--- src/rtl/sb_cfg_pkg.sv ---
// Shared types and constants for the switch-box configuration loader.
package sb_cfg_pkg;

    localparam int N_TB     = 5;
    localparam int N_LR     = 4;
    localparam int SEL_W    = 6;
    localparam int N_ENT    = 2 * N_TB + 2 * N_LR;
    localparam logic [7:0] HDR = 8'hA5;

    typedef enum logic [2:0] {
        SIDE_NONE   = 3'd0,
        SIDE_TOP    = 3'd1,
        SIDE_RIGHT  = 3'd2,
        SIDE_BOTTOM = 3'd3,
        SIDE_LEFT   = 3'd4
    } side_e;

    typedef enum logic [1:0] {
        ERR_NONE   = 2'd0,
        ERR_PARITY = 2'd1,
        ERR_SIDE   = 2'd2,
        ERR_INDEX  = 2'd3
    } err_e;

    typedef enum logic [1:0] {HUNT, LOAD, DONE, ERR} state_e;

    // Physical edge that output slot k drives.
    function automatic side_e ent_side(input int k);
        if (k < N_TB)                 return SIDE_TOP;
        else if (k < 2 * N_TB)        return SIDE_BOTTOM;
        else if (k < 2 * N_TB + N_LR) return SIDE_LEFT;
        else                          return SIDE_RIGHT;
    endfunction

    // Number of selectable wires on a side; SIDE_NONE accepts any index.
    function automatic logic [3:0] ent_limit(input logic [2:0] side);
        case (side)
            SIDE_NONE:               return 4'd8;
            SIDE_TOP, SIDE_BOTTOM:   return 4'(N_TB);
            SIDE_RIGHT, SIDE_LEFT:   return 4'(N_LR);
            default:                 return 4'd0;
        endcase
    endfunction

endpackage

--- src/rtl/sb_cfg_entry_chk.sv ---
// Combinational legality check of one received entry and its even-parity bit.
module sb_cfg_entry_chk
    import sb_cfg_pkg::*;
(
    input  logic [SEL_W-1:0] sel,
    input  logic             par,
    output logic             err_valid,
    output logic [1:0]       err_code
);

    always_comb begin
        err_valid = 1'b0;
        err_code  = ERR_NONE;
        if (^{sel, par}) begin
            err_valid = 1'b1;
            err_code  = ERR_PARITY;
        end else if (sel[2:0] > SIDE_LEFT) begin
            err_valid = 1'b1;
            err_code  = ERR_SIDE;
        end else if ({1'b0, sel[5:3]} >= ent_limit(sel[2:0])) begin
            err_valid = 1'b1;
            err_code  = ERR_INDEX;
        end
    end

endmodule

--- src/rtl/sb_cfg_loader.sv ---
// Framed serial loader for the 18 route-select registers; commits a frame only if every entry is good.
module sb_cfg_loader
    import sb_cfg_pkg::*;
(
    input  logic                     clk,
    input  logic                     rst_n,
    input  logic                     cfg_clr,
    input  logic                     bit_valid,
    input  logic                     bit_data,
    output logic                     bit_ready,
    output logic [N_ENT*SEL_W-1:0]   cfg_out,
    output logic                     cfg_done,
    output logic                     cfg_err,
    output logic [1:0]               err_code
);

    state_e                 state, state_nxt;
    logic [7:0]             hunt_sr;
    logic [4:0]             ent;
    logic [2:0]             bcnt;
    logic                   err_seen;
    logic [1:0]             err_first;
    logic [SEL_W-1:0]       shadow [N_ENT];
    logic [N_ENT*SEL_W-1:0] shadow_flat;
    logic [SEL_W-1:0]       cur_sel;
    logic                   xfer, hdr_hit, par_bit, last_ent;
    logic                   chk_valid;
    logic [1:0]             chk_code;

    assign bit_ready = (state == HUNT) || (state == LOAD);
    assign xfer      = bit_valid && bit_ready;
    assign hdr_hit   = ({hunt_sr[6:0], bit_data} == HDR);
    assign par_bit   = (bcnt == 3'd6);
    assign last_ent  = (ent == 5'(N_ENT - 1));
    assign cur_sel   = shadow[ent];

    always_comb begin
        shadow_flat = '0;
        for (int k = 0; k < N_ENT; k++) shadow_flat[k*SEL_W +: SEL_W] = shadow[k];
    end

    sb_cfg_entry_chk u_chk (
        .sel       (cur_sel),
        .par       (bit_data),
        .err_valid (chk_valid),
        .err_code  (chk_code)
    );

    always_comb begin
        state_nxt = state;
        unique case (state)
            HUNT: if (xfer && hdr_hit) state_nxt = LOAD;
            LOAD: if (xfer && par_bit && last_ent) state_nxt = (err_seen || chk_valid) ? ERR : DONE;
            DONE: state_nxt = HUNT;
            ERR:  state_nxt = HUNT;
        endcase
    end

    always_ff @(posedge clk or negedge rst_n) begin
        if (!rst_n) begin
            state     <= HUNT;
            hunt_sr   <= '0;
            ent       <= '0;
            bcnt      <= '0;
            err_seen  <= 1'b0;
            err_first <= ERR_NONE;
            cfg_done  <= 1'b0;
            cfg_err   <= 1'b0;
            err_code  <= ERR_NONE;
            cfg_out   <= '0;
        end else begin
            state    <= state_nxt;
            cfg_done <= (state_nxt == DONE);
            cfg_err  <= (state_nxt == ERR);
            if (state_nxt == ERR) err_code <= err_seen ? err_first : chk_code;
            // A clear always beats a same-cycle commit.
            if (cfg_clr)                cfg_out <= '0;
            else if (state_nxt == DONE) cfg_out <= shadow_flat;

            if (state == DONE || state == ERR) hunt_sr <= '0;
            else if (state == HUNT && xfer)    hunt_sr <= {hunt_sr[6:0], bit_data};

            if (state == HUNT && xfer && hdr_hit) begin
                ent      <= '0;
                bcnt     <= '0;
                err_seen <= 1'b0;
            end else if (state == LOAD && xfer) begin
                if (par_bit) begin
                    bcnt <= '0;
                    ent  <= ent + 5'd1;
                    if (chk_valid && !err_seen) begin
                        err_seen  <= 1'b1;
                        err_first <= chk_code;
                    end
                end else begin
                    bcnt <= bcnt + 3'd1;
                end
            end
        end
    end

    // Shadow entries fill MSB first; the parity bit leaves them untouched.
    always_ff @(posedge clk or negedge rst_n) begin
        if (!rst_n) begin
            for (int k = 0; k < N_ENT; k++) shadow[k] <= '0;
        end else if (state == LOAD && xfer && !par_bit) begin
            shadow[ent] <= {shadow[ent][SEL_W-2:0], bit_data};
        end
    end

endmodule
--- config.mk ---
export PLATFORM = sky130hd
export DESIGN_NAME = sb_cfg_loader
export DESIGN_NICKNAME = d
export VERILOG_FILES = /design/src/rtl/sb_cfg_pkg.sv /design/src/rtl/sb_cfg_entry_chk.sv /design/src/rtl/sb_cfg_loader.sv
export SDC_FILE = /design/constraint.sdc
export NUM_CORES = 1
export LEC_CHECK = 0
export BUFFER_PORTS_ARGS = -buffer_cell sky130_fd_sc_hd__buf_4
export CAP_MARGIN = 20
export CORE_MARGIN = 5
export CORE_UTILIZATION = 45
export CTS_BUF_LIST = sky130_fd_sc_hd__clkbuf_2 sky130_fd_sc_hd__clkbuf_4 sky130_fd_sc_hd__clkbuf_8
export DETAILED_ROUTE_END_ITERATION = 7
export PLACE_DENSITY = 0.71
export SYNTH_ARGS = -nofsm -noshare
export SYNTH_HDL_FRONTEND = slang
export SYNTH_SLANG_ARGS = --single-unit
--- constraint.sdc ---
create_clock -name clk -period 3.8 [get_ports clk]
set_input_delay 0.38 -clock clk [delete_from_list [all_inputs] [get_ports clk]]
set_output_delay 0.38 -clock clk [all_outputs]
set_load 0.02 [all_outputs]
# Word level (Yosys, flattened, before mapping)
# Index checks and enable logic that the tools add are counted.
# totals
regBits,240
in_bits,5
output_inout_bits,113
word_cells,111
# op_classes
addsub,2
order_cmp,4
eq_ne,12
n_mux,34
n_bitwise,2
n_reduce_logical,29
# ops
op,n
two-way mux 108 bit,2
bitwise mux 108 bit,1
binary-select mux 6 bit (select 5 bit),1
demux 6 bit (select 5 bit),1
two-way mux 6 bit,3
two-way mux 5 bit,3
two-way mux 7 bit,2
two-way mux 2 bit,6
one-hot mux 4 bit (3 select lines),1
logical AND 1 bit,10
nonzero test 2 bit,5
two-way mux 3 bit,3
"== test 2 bit, second input constant",4
"== test 8 bit, second input constant",1
two-way mux 1 bit,8
two-way mux 4 bit,2
parity 7 bit,1
"== test 3 x 2 -> 1 bit, second input constant",2
"== test 3 bit, second input constant",2
"greater-or-equal comparator 6 bit, second input constant",1
"less-than comparator 6 x 1 -> 1 bit, second input constant",1
inverter 5 -> 6 bit,1
one-hot mux 2 bit (3 select lines),1
OR reduction 2 bit,3
other kinds (15),18

# Longest topological paths before layout
# depth
ltp_word,20
depth_mapped,21

# By module
# A second synthesis with hierarchy kept.
# hier_totals
hier_cells,896
hier_area_um2,10794.1
# modules_own_cells
module,n_inst,cells_each,area_per_inst_um2
sb_cfg_loader,1,867,10570.1
sb_cfg_entry_chk,1,29,224.0

# Worst setup path after synthesis
# Ideal clock, no wire load.
# synth_path
path_kind,register to register
start,register ent[1]
end,register cfg_out[88]
arrival_time_ps,4059
setup_slack_ps,-338
path_stages_with_launch,22
path_buffers,7
period_less_slack_ps,4138
cell_sequence,dfrtp_1 > buf_2 > buf_2 > buf_2 > mux2_2 > a2bb2oi_1 > a31oi_1 > o21a_1 > clkbuf_1 > and2_1 > xor2_1 > inv_1 > ha_1 > a21oi_1 > nand3_1 > nor4_1 > a211oi_1 > a21oi_1 > buf_4 > buf_6 > buf_8 > mux2i_1
# synth_between
elab_chain_len,19
elab_cells_between_ends,28
# synth_rtl
element,line,source
"start, declared",sb_cfg_loader.sv:19,logic [4:0] ent;
"start signal, assigned",sb_cfg_loader.sv:90,ent <= ent + 5'd1;
inverter 5 -> 6 bit (not written as such),sb_cfg_loader.sv:35,assign cur_sel = shadow[ent];
binary-select mux 6 bit (select 5 bit),sb_cfg_loader.sv:35,
two-way mux 6 bit (2 in a row),--,
"== test 3 x 2 -> 1 bit, or another cell as far along",sb_cfg_pkg.sv:37,case (side)
OR reduction 2 bit,sb_cfg_pkg.sv:37,
one-hot mux 4 bit (3 select lines),sb_cfg_pkg.sv:37,
two-way mux 4 bit,sb_cfg_entry_chk.sv:17,end else if (sel[2:0] > SIDE_LEFT) begin
two-way mux 4 bit,sb_cfg_entry_chk.sv:14,"if (^{sel, par}) begin"
[... 2 more ...],--,
two-way mux 1 bit,sb_cfg_entry_chk.sv:17,
two-way mux 1 bit,sb_cfg_entry_chk.sv:14,
logical OR 1 bit,sb_cfg_loader.sv:53,LOAD: if (xfer && par_bit && last_ent) state_nxt = (err_seen || chk_valid) ? ERR : DONE;
two-way mux 1 bit,sb_cfg_loader.sv:53,
two-way mux 2 bit (*),sb_cfg_loader.sv:53,
one-hot mux 2 bit (3 select lines) (*),sb_cfg_loader.sv:51,unique case (state)
== test 2 bit (*),sb_cfg_loader.sv:78,else if (state_nxt == DONE) cfg_out <= shadow_flat;
nonzero test 2 bit (no source line) (*),--,
"end signal, assigned",sb_cfg_loader.sv:78,
"end, declared",sb_cfg_loader.sv:11,"output logic [N_ENT*SEL_W-1:0] cfg_out,"
# Mark *: on every way between the ends. The rest lies on a longest branch, timed or not. The select of a mux whose other input is x is not followed.
# A chain may end at the register's enable or synchronous reset.

# Worst setup path after layout
# layout_path
start,register ent[0]
end,register cfg_out[36]
# Same word-level chain as after synthesis.

==> results.txt <==
nets -> 1256
predominant post-synthesis flop cell -> dfrtp_1
remaining antenna violation count after routing -> 0
DP Area -> 0.0132 mm²
Skew-Pair Late Insertion Delay -> 0.55 ns
largest family of logic cells by synthesized area -> simple AND/OR/NAND/NOR gates
RSZ-0062 raised after global routing -> true
setup_tns -> -9.32 ns
Hold Path Class -> in2reg
Post-synth EDFFs -> 0
xor/xnor share of the synthesized area -> 0.00924
Critical R2R Launch -> ent[0]
layout cells sized above 1 -> 0.295
worst relative slew slack -> 0.496
DR iter-0 viols -> 661
Mapped Cells -> 1067
Clock Tree Buf Depth -> 3
grt peak-use layer -> met2
clock period minus final worst setup slack -> 3.98 ns
DRC errors left -> 0
largest net degree at the start of global routing -> 217
H-tree level count -> 2
Synth Area in Simple Gates -> 0.192
area delta synth->final -> 25.6%
Core Region -> 0.0253 mm²
CTS sink cnt -> 240
fill count -> 2106
reg-to-reg slack, setup -> -0.18 ns
Diodes inserted -> 0
required time worst endpoint -> 4.27 ns
Critical Path End Type -> register
CP Max Fanout -> 8
Synth Cell Area -> 0.0116 mm²
Cells after DPL -> 1504
final hold violations -> 0
GRT Util Overall -> 0.204
via/cell ratio -> 5.28
DR vias -> 8439
fin crit share -> 1.05
CP Data Arrival Time -> 4.45 ns
WS Path Type -> reg2reg
Slew Limit Fails -> 0
maximum clock rate -> 0.251 GHz
Yosys reg bits -> 240
Die H -> 171 µm
Port Buf Inserts -> 117
Ports -> 118
initial antenna violation count -> 0
met3 Use GR -> 0.0427
Synth Area in Adders -> 0.00645
clk slew on worst S/H paths -> 0.06 ns
initial core utilization -> 0.460
CTS tree -> yes
failing checks -> setup timing
Worst VDD drop -> 0.302 mV
Worst Tran Pin Value -> 0.756 ns
first-pass GRT wire length -> 47.8 mm
post-route insts no fill -> 1598
Syn. warnings -> 0
Synth Area in Compound Gates -> 0.0673
CTS root buf -> clkbuf_8
Post-Syn Nets -> 1078
most frequent cells in the layout -> dfrtp_1 (239), nand2b_1 (219), buf_4 (176)
Leak -> 6.40 nW
reg2reg end -> cfg_out[36]
Syn Area/Cell -> 10.9 µm²
most common library cell in the layout ignoring fill and taps -> dfrtp_1
post-DP HPWL -> 19.0 mm
worst slack, placed -> -0.231 ns
total grt overflow -> 0
ys async rst share -> 1.00
final clock skew -> 0.0408 ns
wirelength, routed -> 29.3 mm
die area -> 0.0292 mm²
max-cap violation count -> 0
Die X -> 171 µm
status -> finished, violations left
Hold Path Origin -> bit_data
final setup vio count -> 106
Critical Path Start Type -> register
Cell Rows -> 58
vias in the first global route -> 8744
routed len/inst -> 18.3 µm
CP startpoint -> ent[0]
DRT Pass-1 Iters -> 5
power per cell area -> 403 mW/mm²
R2R depth -> 20
met2 Use GR -> 0.306
met1 GRT Util -> 0.294
post-synthesis sequential area ratio -> 0.516
final worst slack -> -0.180 ns
Cell variety after synth -> 60
total CTS buffers -> 41
routability cong. -> 0.879
hold path endpoint -> shadow[60]
mux contribution to synthesized area -> 0.172
Min-Delay Path Depth -> 2
Design Area, Final -> 0.0146 mm²
==> final cells by class <==
type                    instances  area [µm²]  area share
clock inverters                 5        53.8     0.00368
clock buffers                  61         764      0.0523
multi-input cells             734        5400       0.370
inverters                       9        36.3     0.00248
flip-flops and latches        240        6010       0.411
repair buffers                219        1950       0.133
well taps                     330         413      0.0282
==> metal layers <==
layer | vias up | part of all wire
li1 | 3981 | -
met1 | 4126 | 0.47
met2 | 265 | 0.44
met3 | 67 | 0.057
met4 | 0 | 0.034
met5 | - | 0
==> repair_timing <==
action                     in CTS  in global routing
cloned                          4                  0
hold endpoints to repair       92                  0
setup endpoints to repair     112                114
pin swaps                       7                  4
setup buffers                  23                  5
resized for setup              37                 42
hold buffers                    1                  0
==> worst max-delay path by stage <==
stage                        to  slack (ns)  cells after the start
floorplan           cfg_out[88]       -0.17                     21
global placement     cfg_out[1]       -0.08                     18
detailed placement  cfg_out[96]       -0.23                     18
CTS                 cfg_out[56]       -0.06                     20
global route        cfg_out[40]       -0.32                     20
finish              cfg_out[36]       -0.18                     20
==> cell usage after synthesis (6+ instances only) <==
master	instances	area share
mux2i_1	126	0.11
inv_1	9	0.0029
mux4_2	17	0.033
nor2_1	24	0.0077
nand2_1	107	0.034
dfrtp_1	240	0.52
clkbuf_1	61	0.020
nand2b_1	221	0.12
a21oi_1	13	0.0056
mux2_2	31	0.030
o21ai_0	93	0.040
nand3_1	19	0.0082
buf_2	7	0.0030
ha_1	6	0.0064
buf_4	12	0.0077
nand4_1	6	0.0032
==> state kept, by name, summed over array words and instances (netlist names) <==
name,flops
cfg_err,1
ent,5
err_code,2
err_first,2
hunt_sr,7
shadow,108
cfg_done,1
err_seen,1
state,2
bcnt,3
cfg_out,108
==> metrics by stage <==
stage	hold WS, ns	power [mW]	utilization
finish	0.328	5.90	0.577
detailed placement	0.444	3.45	0.522
global route	0.329	6.15	0.577
floorplan	0.0844	3.15	-
CTS	0.307	5.87	0.574
global placement	0.446	3.44	0.522
==> cell families (layout without fill, tap and decap cells) <==
kind of cell / count (synthesis) / count (layout)
AOI/OAI and AO/OA: 136 / 136
adders and majority gates: 6 / 6
xor gates and xnor gates: 9 / 9
DFF: 240 / 240
and+or+nand+nor: 408 / 408
buffers and inverters: 93 / 294
muxes: 175 / 175
==> worst max-delay path, cell delays in order (launching register included) <==
cell	delay (ns)
dfrtp_2	0.45
buf_6	0.13
mux4_2	0.50
a22oi_2	0.19
a21oi_2	0.08
a21oi_2	0.19
nand2b_4	0.18
inv_4	0.04
ha_4	0.20
nand2b_4	0.13
a21oi_2	0.12
o211ai_1	0.15
a21o_1	0.27
nor4_2	0.22
a211oi_2	0.15
a21oi_4	0.17
buf_6	0.16
buf_12	0.15
buf_12	0.12
buf_6	0.10
mux2i_1	0.20
==> report_power, final <==
group | internal [mW] | leakage, nW | switching [mW] | total (mW)
logic | 0.396 | 2.63 | 0.469 | 0.865
registers | 2.62 | 3.33 | 0.0633 | 2.69
clock network | 1.34 | 0.438 | 1.00 | 2.35
total | 4.36 | 6.40 | 1.53 | 5.90
Note: power is estimated with default switching activity, not from simulation.
